==> config.mk <==
export PLATFORM = sky130hd
export DESIGN_NAME = regfile_array_flat
export DESIGN_NICKNAME = d
export VERILOG_FILES = /design/src/rtl/regfile_pkg.sv /design/src/rtl/regfile_array_if.sv /design/src/rtl/regfile_word.sv /design/src/rtl/regfile_array.sv /design/src/flat_wrapper.sv
export SDC_FILE = /design/constraint.sdc
export NUM_CORES = 2
export LEC_CHECK = 0
export CORE_MARGIN = 2
export CORE_UTILIZATION = 40
export DETAILED_ROUTE_END_ITERATION = 8
export PLACE_DENSITY = 0.67
export SYNTH_ARGS = -nofsm -noshare
export SYNTH_HDL_FRONTEND = slang
export SYNTH_SLANG_ARGS = --single-unit
==> constraint.sdc <==
create_clock -name clk -period 8.6 [get_ports clk]
set_clock_uncertainty 0.2 [all_clocks]
set_input_delay 1.72 -clock clk [delete_from_list [all_inputs] [get_ports clk]]
set_output_delay 1.72 -clock clk [all_outputs]
set_load 0.01 [all_outputs]
==> src/rtl/regfile_pkg.sv <==
// regfile_pkg: constants and types shared by the register file slice.
// Provides DATA_W/NUM_REGS/ZERO_REG, reg_idx_t / reg_word_t and a
// popcount helper that is used to classify the decoder's write-enable vector.
package regfile_pkg;

    localparam int unsigned DATA_W   = 64;
    localparam int unsigned NUM_REGS = 32;
    localparam int unsigned ZERO_REG = 31;

    typedef logic [4:0]        reg_idx_t;
    typedef logic [DATA_W-1:0] reg_word_t;

    // Number of set bits in a NUM_REGS-wide enable vector.
    function automatic logic [5:0] popcount(input logic [NUM_REGS-1:0] v);
        logic [5:0] cnt;
        cnt = '0;
        for (int unsigned i = 0; i < NUM_REGS; i++) begin
            cnt = cnt + {5'b0, v[i]};
        end
        return cnt;
    endfunction

endpackage

==> src/rtl/regfile_array_if.sv <==
// regfile_array_if: write/read bus of the register file array.
//   decoded        one-hot write enable from the 5-to-32 decoder
//   WriteData      data for the enabled register
//   ReadRegister1/2 read indices, ReadData1/2 read data
//   multi_hot_err  sticky multi-hot indication
// master = the side driving writes/read indices, slave = the array.
interface regfile_array_if;
    import regfile_pkg::*;

    logic [NUM_REGS-1:0] decoded;
    reg_word_t           WriteData;
    reg_idx_t            ReadRegister1;
    reg_idx_t            ReadRegister2;
    reg_word_t           ReadData1;
    reg_word_t           ReadData2;
    logic                multi_hot_err;

    modport master (
        output decoded, WriteData, ReadRegister1, ReadRegister2,
        input  ReadData1, ReadData2, multi_hot_err
    );

    modport slave (
        input  decoded, WriteData, ReadRegister1, ReadRegister2,
        output ReadData1, ReadData2, multi_hot_err
    );

endinterface

==> src/rtl/regfile_word.sv <==
// regfile_word: one DATA_W-wide storage register.
//   clk    rising-edge clock
//   reset  synchronous active-high clear (has priority over we)
//   we     write enable
//   d      write data
//   q      stored value
module regfile_word
    import regfile_pkg::*;
(
    input  logic      clk,
    input  logic      reset,
    input  logic      we,
    input  reg_word_t d,
    output reg_word_t q
);

    always_ff @(posedge clk) begin
        if (reset) begin
            q <= '0;
        end else if (we) begin
            q <= d;
        end
    end

endmodule

==> src/rtl/regfile_array.sv <==
// regfile_array: 32 x DATA_W register file storage array.
//   clk    rising-edge clock
//   reset  synchronous active-high; clears all registers and the error flag,
//          and drops any write presented in the same cycle
//   bus    regfile_array_if.slave: decoded write enable, WriteData,
//          two read ports, sticky multi_hot_err
// Register ZERO_REG has no storage: it reads as zero and ignores writes.
// A multi-hot decoded vector suppresses the whole write and sets the
// sticky error flag until the next reset.
// Optional build macro: REGFILE_BYPASS_EN forwards WriteData to a read port
// that addresses the register being written in the same cycle.
module regfile_array
    import regfile_pkg::*;
(
    input  logic           clk,
    input  logic           reset,
    regfile_array_if.slave bus
);

    logic [5:0] hot_cnt;
    logic       single_hot;
    logic       multi_hot;
    logic       err_q;
    reg_word_t  word_q [NUM_REGS];
    reg_word_t  rd1;
    reg_word_t  rd2;

    always_comb begin
        hot_cnt    = popcount(bus.decoded);
        single_hot = (hot_cnt == 6'd1);
        multi_hot  = (hot_cnt > 6'd1);
    end

    // Storage: one regfile_word per register except ZERO_REG, which is tied off.
    // Only a single-hot vector enables a word, so multi-hot writes hit nothing.
    for (genvar i = 0; i < NUM_REGS; i++) begin : g_reg
        if (i == ZERO_REG) begin : g_zero
            assign word_q[i] = '0;
        end else begin : g_word
            regfile_word u_word (
                .clk   (clk),
                .reset (reset),
                .we    (single_hot & bus.decoded[i]),
                .d     (bus.WriteData),
                .q     (word_q[i])
            );
        end
    end

    always_ff @(posedge clk) begin
        if (reset) begin
            err_q <= 1'b0;
        end else if (multi_hot) begin
            err_q <= 1'b1;
        end
    end

`ifdef REGFILE_BYPASS_EN
    logic hit1;
    logic hit2;

    // Forward only a write that will actually commit at the next edge.
    always_comb begin
        hit1 = single_hot & ~reset & bus.decoded[bus.ReadRegister1]
               & (bus.ReadRegister1 != reg_idx_t'(ZERO_REG));
        hit2 = single_hot & ~reset & bus.decoded[bus.ReadRegister2]
               & (bus.ReadRegister2 != reg_idx_t'(ZERO_REG));
        rd1  = hit1 ? bus.WriteData : word_q[bus.ReadRegister1];
        rd2  = hit2 ? bus.WriteData : word_q[bus.ReadRegister2];
    end
`else
    always_comb begin
        rd1 = word_q[bus.ReadRegister1];
        rd2 = word_q[bus.ReadRegister2];
    end
`endif

    assign bus.ReadData1     = rd1;
    assign bus.ReadData2     = rd2;
    assign bus.multi_hot_err = err_q;

endmodule

==> src/flat_wrapper.sv <==
// flat-port wrapper written by rule: the top's interface ports become plain ports
module regfile_array_flat import regfile_pkg::*;
  (clk, reset, bus_decoded, bus_WriteData, bus_ReadRegister1, bus_ReadRegister2, bus_ReadData1, bus_ReadData2, bus_multi_hot_err);
  regfile_array_if bus_i ();
  input  logic clk;
  input  logic reset;
  input wire logic [$bits(bus_i.decoded)-1:0] bus_decoded;
  input wire logic [$bits(bus_i.WriteData)-1:0] bus_WriteData;
  input wire logic [$bits(bus_i.ReadRegister1)-1:0] bus_ReadRegister1;
  input wire logic [$bits(bus_i.ReadRegister2)-1:0] bus_ReadRegister2;
  output wire logic [$bits(bus_i.ReadData1)-1:0] bus_ReadData1;
  output wire logic [$bits(bus_i.ReadData2)-1:0] bus_ReadData2;
  output wire logic [$bits(bus_i.multi_hot_err)-1:0] bus_multi_hot_err;
  assign bus_i.decoded = bus_decoded;
  assign bus_i.WriteData = bus_WriteData;
  assign bus_i.ReadRegister1 = bus_ReadRegister1;
  assign bus_i.ReadRegister2 = bus_ReadRegister2;
  assign bus_ReadData1 = bus_i.ReadData1;
  assign bus_ReadData2 = bus_i.ReadData2;
  assign bus_multi_hot_err = bus_i.multi_hot_err;
  regfile_array u_core (.clk(clk), .reset(reset), .bus(bus_i));
endmodule
; ---- After elaboration in Yosys (flattened, before gate mapping)
; Index checks and enable logic that the tools add are counted.
[totals]
register_bits = 1985
in_bits = 108
out_inout_bits = 129
wordCells = 106
[op_classes]
n_addsub = 31
n_lt_le_gt_ge = 3
n_eq_ne = 1
muxes = 6
bitwise_logic = 33
[op_table]
columns = op, count
row1 = binary-select mux 64 bit (select 5 bit), 2
row2 = 2-to-1 mux 64 bit, 4
row3 = adder 6 x 1 -> 6 bit, 30
row4 = bitwise AND 1 bit, 31
row5 = "greater-or-equal comparator 6 bit, second input constant", 2
row6 = NOT 5 -> 6 bit, 2
row7 = "== test 6 x 1 -> 1 bit, second input constant", 1
row8 = "greater-than comparator 6 x 1 -> 1 bit, second input constant", 1
row9 = adder 1 x 1 -> 2 bit, 1

; ---- Logic depth before layout (Yosys ltp)
[depth]
word_depth = 33
depth_mapped = 22
ltp_nobuf = 17

; ---- Cells and area by module
; Synthesis repeated with hierarchy kept, for this count alone.
[unflattened]
hier_cells = 9374
hier_area_um2 = 103794.5
[modules_own_cells]
columns = mod, n_inst, cells_per_inst, area_per_inst_um2, seq_area_each_um2
row1 = regfile_word, 31, 206, 2290.9, 1281.2
row2 = regfile_array, 1, 2988, 32775.2, 20.0

; ---- Least setup slack after synthesis
; Ideal clock, no wire load.
[synth_timing]
path_type = in2reg
startpoint = input port bus_decoded[0]
endpoint = register u_core.g_reg[18].g_word.u_word.q[12]
setup_time_ps = 132
arrival_ps = 7417
required_time_ps = 8268
path_slack_ps = 851
path_stages = 18
path_buffers = 4
cell_sequence = ha_1 inv_1 fa_1 fa_1 fa_1 fa_1 fa_1 fa_1 fa_1 fa_1 or4b_1 buf_2 clkbuf_1 or4b_1 buf_2 clkbuf_2 o21ai_1 a21oi_1
[synth_between]
elab_chain_cells = 33
[synth_rtl]
columns = element, line_no
row1 = start: declaration, flat_wrapper.sv:7  ; input wire logic [$bits(bus_i.decoded)-1:0] bus_decoded;
row2 = adder 1 x 1 -> 2 bit, regfile_pkg.sv:18  ; cnt = cnt + {5'b0, v[i]};
row3 = adder 6 x 1 -> 6 bit (30 in series), regfile_pkg.sv:18
row4 = == test 6 x 1 -> 1 bit, regfile_array.sv:30  ; single_hot = (hot_cnt == 6'd1);
row5 = bitwise AND 1 bit, regfile_array.sv:43  ; .we (single_hot & bus.decoded[i]),
row6 = end signal: assignment, regfile_word.sv:19  ; q <= '0;
row7 = end signal: assignment, regfile_word.sv:21  ; q <= d;
row8 = end: declaration, regfile_word.sv:14  ; output reg_word_t q
; No other way between the ends.
; A chain may end at the register's enable or synchronous reset.

; ---- Final worst setup path
[layout_timing]
startpoint = input port bus_decoded[0]
endpoint = register u_core.g_reg[29].g_word.u_word.q[44]
[layout_between]
elab_chain_cells = 33
[layout_rtl]
columns = element, line_no
row1 = adder 1 x 1 -> 2 bit, regfile_pkg.sv:18
row2 = adder 6 x 1 -> 6 bit (30 in series), regfile_pkg.sv:18
row3 = == test 6 x 1 -> 1 bit, regfile_array.sv:30
row4 = bitwise AND 1 bit, regfile_array.sv:43
row5 = end signal: assignment, regfile_word.sv:19
row6 = end signal: assignment, regfile_word.sv:21
row7 = end: declaration, regfile_word.sv:14
; No other way between the ends.

==> Flow_metrics.wiki <==
{| class="wikitable"
! Metric !! Value
|-
| Transition time of the tightest slew-check pin || 1.40 ns
|-
| Setup crit start || bus_decoded[0]
|-
| Post_cts resized || 0
|-
| Cell type contributing the most total cell area after synthesis || dfxtp_1
|-
| Net count of the mapped netlist || 12,300
|-
| Post-route clock period utilization || 91.2%
|-
| Post-Syn Area || 107,000 um^2
|-
| Number of antenna violations at the first check in global routing || 46
|-
| Cells taking the most area after synthesis || dfxtp_1, mux4_2, nand3_1
|-
| Standard cell core area || 268,000 um^2
|-
| Count of pins over their slew limit || 0
|-
| Avg Inst Size Synth || 8.83 um^2
|-
| Post-layout util || 45.4%
|-
| Hold Worst Slack || 0.274 ns
|-
| DIE WIDTH || 522 um
|-
| Most numerous cell in the Yosys netlist || nand3_1
|-
| Routed WL || 448,000 um
|-
| Number of enable flip-flop cells after synthesis || 0
|-
| Clock Sinks || 1,985
|-
| DP HPWL || 263,000 um
|-
| Initial detailed-routing violation count || 19,100
|-
| TritonRoute pass-1 iters || 6
|-
| CP startpoint kind || input port
|-
| Clock insertion delay at the later pin of the skew report || 0.87 ns
|-
| Ranking of synthesized cells by instance count || nand3_1, a21oi_1, dfxtp_1
|-
| Antenna-violating nets left || 0
|-
| Post-synth ARST share || 0%
|-
| Setup repair after global routing missed its margin || false
|-
| GRT overflow || 0
|-
| Wire length of the first global-routing pass || 659,000 um
|-
| Die H || 522 um
|-
| Fraction of layout cells with a size suffix above 1 || 13.8%
|-
| Worst-case headroom to the max-slew limit || 6.68%
|-
| Number of global-route vias before repair || 98,800
|-
| Netlist cell types || 37
|-
| Run status || completed
|-
| Worst setup slack for register-to-register paths || 7.63 ns
|-
| Critical Path End Type || register
|-
| Worst hold-check path type || reg2reg
|-
| Timing endpoint of the critical path || u_core.g_reg[29].g_word.u_word.q[44]$_SDFFE_PP0P_
|-
| Top_reg_cell synth || dfxtp_1
|-
| Fraction of the yosys area taken by sequential cells || 37.0%
|-
| Worst Path Arrival || 8.38 ns
|-
| Setup Total Neg Slack || 0 ns
|-
| Number of rows in the core area || 190
|-
| Clock H-tree levels || 4
|-
| FMAX || 128 MHz
|-
| Data required, critical path || 9.14 ns
|-
| Final Net Count || 11,600
|-
| Endpoints failing hold || 0
|-
| Top cell type's share of synthesized area || 37.0%
|-
| Die ar. || 273,000 um^2
|-
| Starting density of the core || 40.2%
|-
| Worst Setup Path Type || in2reg
|-
| Clock tree from TritonCTS || done
|-
| Count of port buffers added during placement || 236
|-
| Count of boundary I/O pins || 237
|-
| Clock Tree Buf Depth || 3
|-
| Maximum number of pins on one net before global-route repair || 206
|-
| Vias || 106,000
|-
| Avg WL per Cell || 29.5 um
|-
| FF-to-FF End || u_core.g_reg[0].g_word.u_word.q[41]$_SDFFE_PP0P_
|-
| Root Driver || clkbuf_16
|-
| Synth warnings || 0
|-
| Clock edge transition at the registers on the reported setup and hold paths || 0.06 ns
|-
| Cell area after placement || 114,000 um^2
|-
| Largest fanout on the critical path || 64
|-
| GRT Total Usage || 31.5%
|-
| Weighted congestion at the end of routability-driven global placement || 0.889
|-
| Post-synthesis instance total || 12,200
|-
| Final critical path time including I/O delays and setup || 7.84 ns
|-
| Number of remaining DRC errors || 0
|-
| Number of buffers inserted by post-CTS setup repair || 0
|-
| Number of synthesized register bits || 1,985
|-
| Area growth, synth to finish || 13.0%
|-
| Final std cell area, no fill || 121,000 um^2
|-
| Final setup fails || 0
|-
| Max-cap violations || 0
|-
| Startpoint of the worst register-to-register path || u_core.g_reg[0].g_word.u_word.q[41]$_SDFFE_PP0P_
|-
| Vias per std cell || 6.97
|-
| Post-CTS Hold Fix Bufs || 0
|-
| Number of cells on the worst reg-to-reg path || 2
|-
| Number of buffers created by CTS || 213
|}
worst min-delay path by stage:
stage                     slack, ns                                           endpoint                                         startpoint  depth (start not counted)
after floorplan                0.25  u_core.g_reg[29].g_word.u_word.q[47]$_SDFFE_PP0P_  u_core.g_reg[29].g_word.u_word.q[47]$_SDFFE_PP0P_                          2
after global placement         0.26   u_core.g_reg[29].g_word.u_word.q[8]$_SDFFE_PP0P_   u_core.g_reg[29].g_word.u_word.q[8]$_SDFFE_PP0P_                          2
after detailed placement       0.26   u_core.g_reg[29].g_word.u_word.q[7]$_SDFFE_PP0P_   u_core.g_reg[29].g_word.u_word.q[7]$_SDFFE_PP0P_                          2
after CTS                      0.27   u_core.g_reg[29].g_word.u_word.q[7]$_SDFFE_PP0P_   u_core.g_reg[29].g_word.u_word.q[7]$_SDFFE_PP0P_                          2
after global routing           0.29  u_core.g_reg[29].g_word.u_word.q[32]$_SDFFE_PP0P_  u_core.g_reg[29].g_word.u_word.q[32]$_SDFFE_PP0P_                          2
final                          0.27  u_core.g_reg[29].g_word.u_word.q[27]$_SDFFE_PP0P_  u_core.g_reg[29].g_word.u_word.q[27]$_SDFFE_PP0P_                          2
critical path: stages:
cell and delay, ns:
clkdlybuf4s50_1 0.43, ha_1 0.30, inv_1 0.08, fa_1 0.43
fa_1 0.52, fa_1 0.43, fa_1 0.52, fa_1 0.43
fa_1 0.46, fa_4 0.46, fa_1 0.53, or4b_4 0.48
buf_12 0.21, or4_4 0.46, buf_12 0.23, o21ai_0 0.35
a21oi_1 0.09
layer usage:
layer	vias up	global-route usage (%)	routed length (um)
met5	-	0	303
met1	51800	42.3	172000
li1	44500	-	-
met4	46	15.3	22500
met3	1592	9.29	61200
met2	7996	45.9	192000
stage by stage:
step                setup slack (ns)  instances
floorplan                      0.851      12200
global placement              0.0314      14800
detailed placement           -0.0403      14800
CTS                            0.870      15200
global route                   0.667      15200
finish                         0.759      15200
cell usage in the layout, fill, tap and decap left out, types with 108 or more instances in the layout:
cell type / Yosys / final
nand3_1: 2112 / 2112
a21oi_1: 1985 / 1985
dfxtp_1: 1985 / 1985
o21ai_0: 1744 / 1744
mux4_2: 640 / 640
mux2i_1: 640 / 640
a22oi_1: 512 / 512
buf_12: 1 / 270
buf_4: 12 / 262
o21ai_1: 240 / 240
clkdlybuf4s50_1: 0 / 229
clkbuf_16: 0 / 216
o211ai_1: 130 / 130
nand4_1: 128 / 128
o221ai_1: 126 / 126
inv_1: 108 / 108
sequential cells by signal, indices dropped and copies added (netlist names):
signal                    count
u_core.g.g_word.u_word.q   1984
u_core.bus.multi_hot_err      1
cell families after synthesis:
group                      count (synthesis)  share of synthesized area [%]
buffers and inverters                   1804                           7.58
DFF                                     1985                           37.0
muxes                                   1280                           19.4
adders and majority gates                 32                          0.540
AOI/OAI and AO/OA                       4739                           24.0
and+or+nand+nor                         2332                           11.5
area by class of cell:
| type | instances | area [um^2] |
|---|---|---|
| Antenna cell | 17 | 42.5 |
| Clock buffer | 321 | 6350 |
| Clock inverter | 60 | 683 |
| Fill cell | 25500 | 146000 |
| Inverter | 108 | 405 |
| Multi-Input combinational cell | 8383 | 60000 |
| Sequential cell | 1985 | 39700 |
| Tap cell | 3552 | 4440 |
| Timing Repair Buffer | 768 | 9780 |
Power is not shown: default switching activity piles up to over one toggle a cycle in this logic, so the estimate is an artifact.
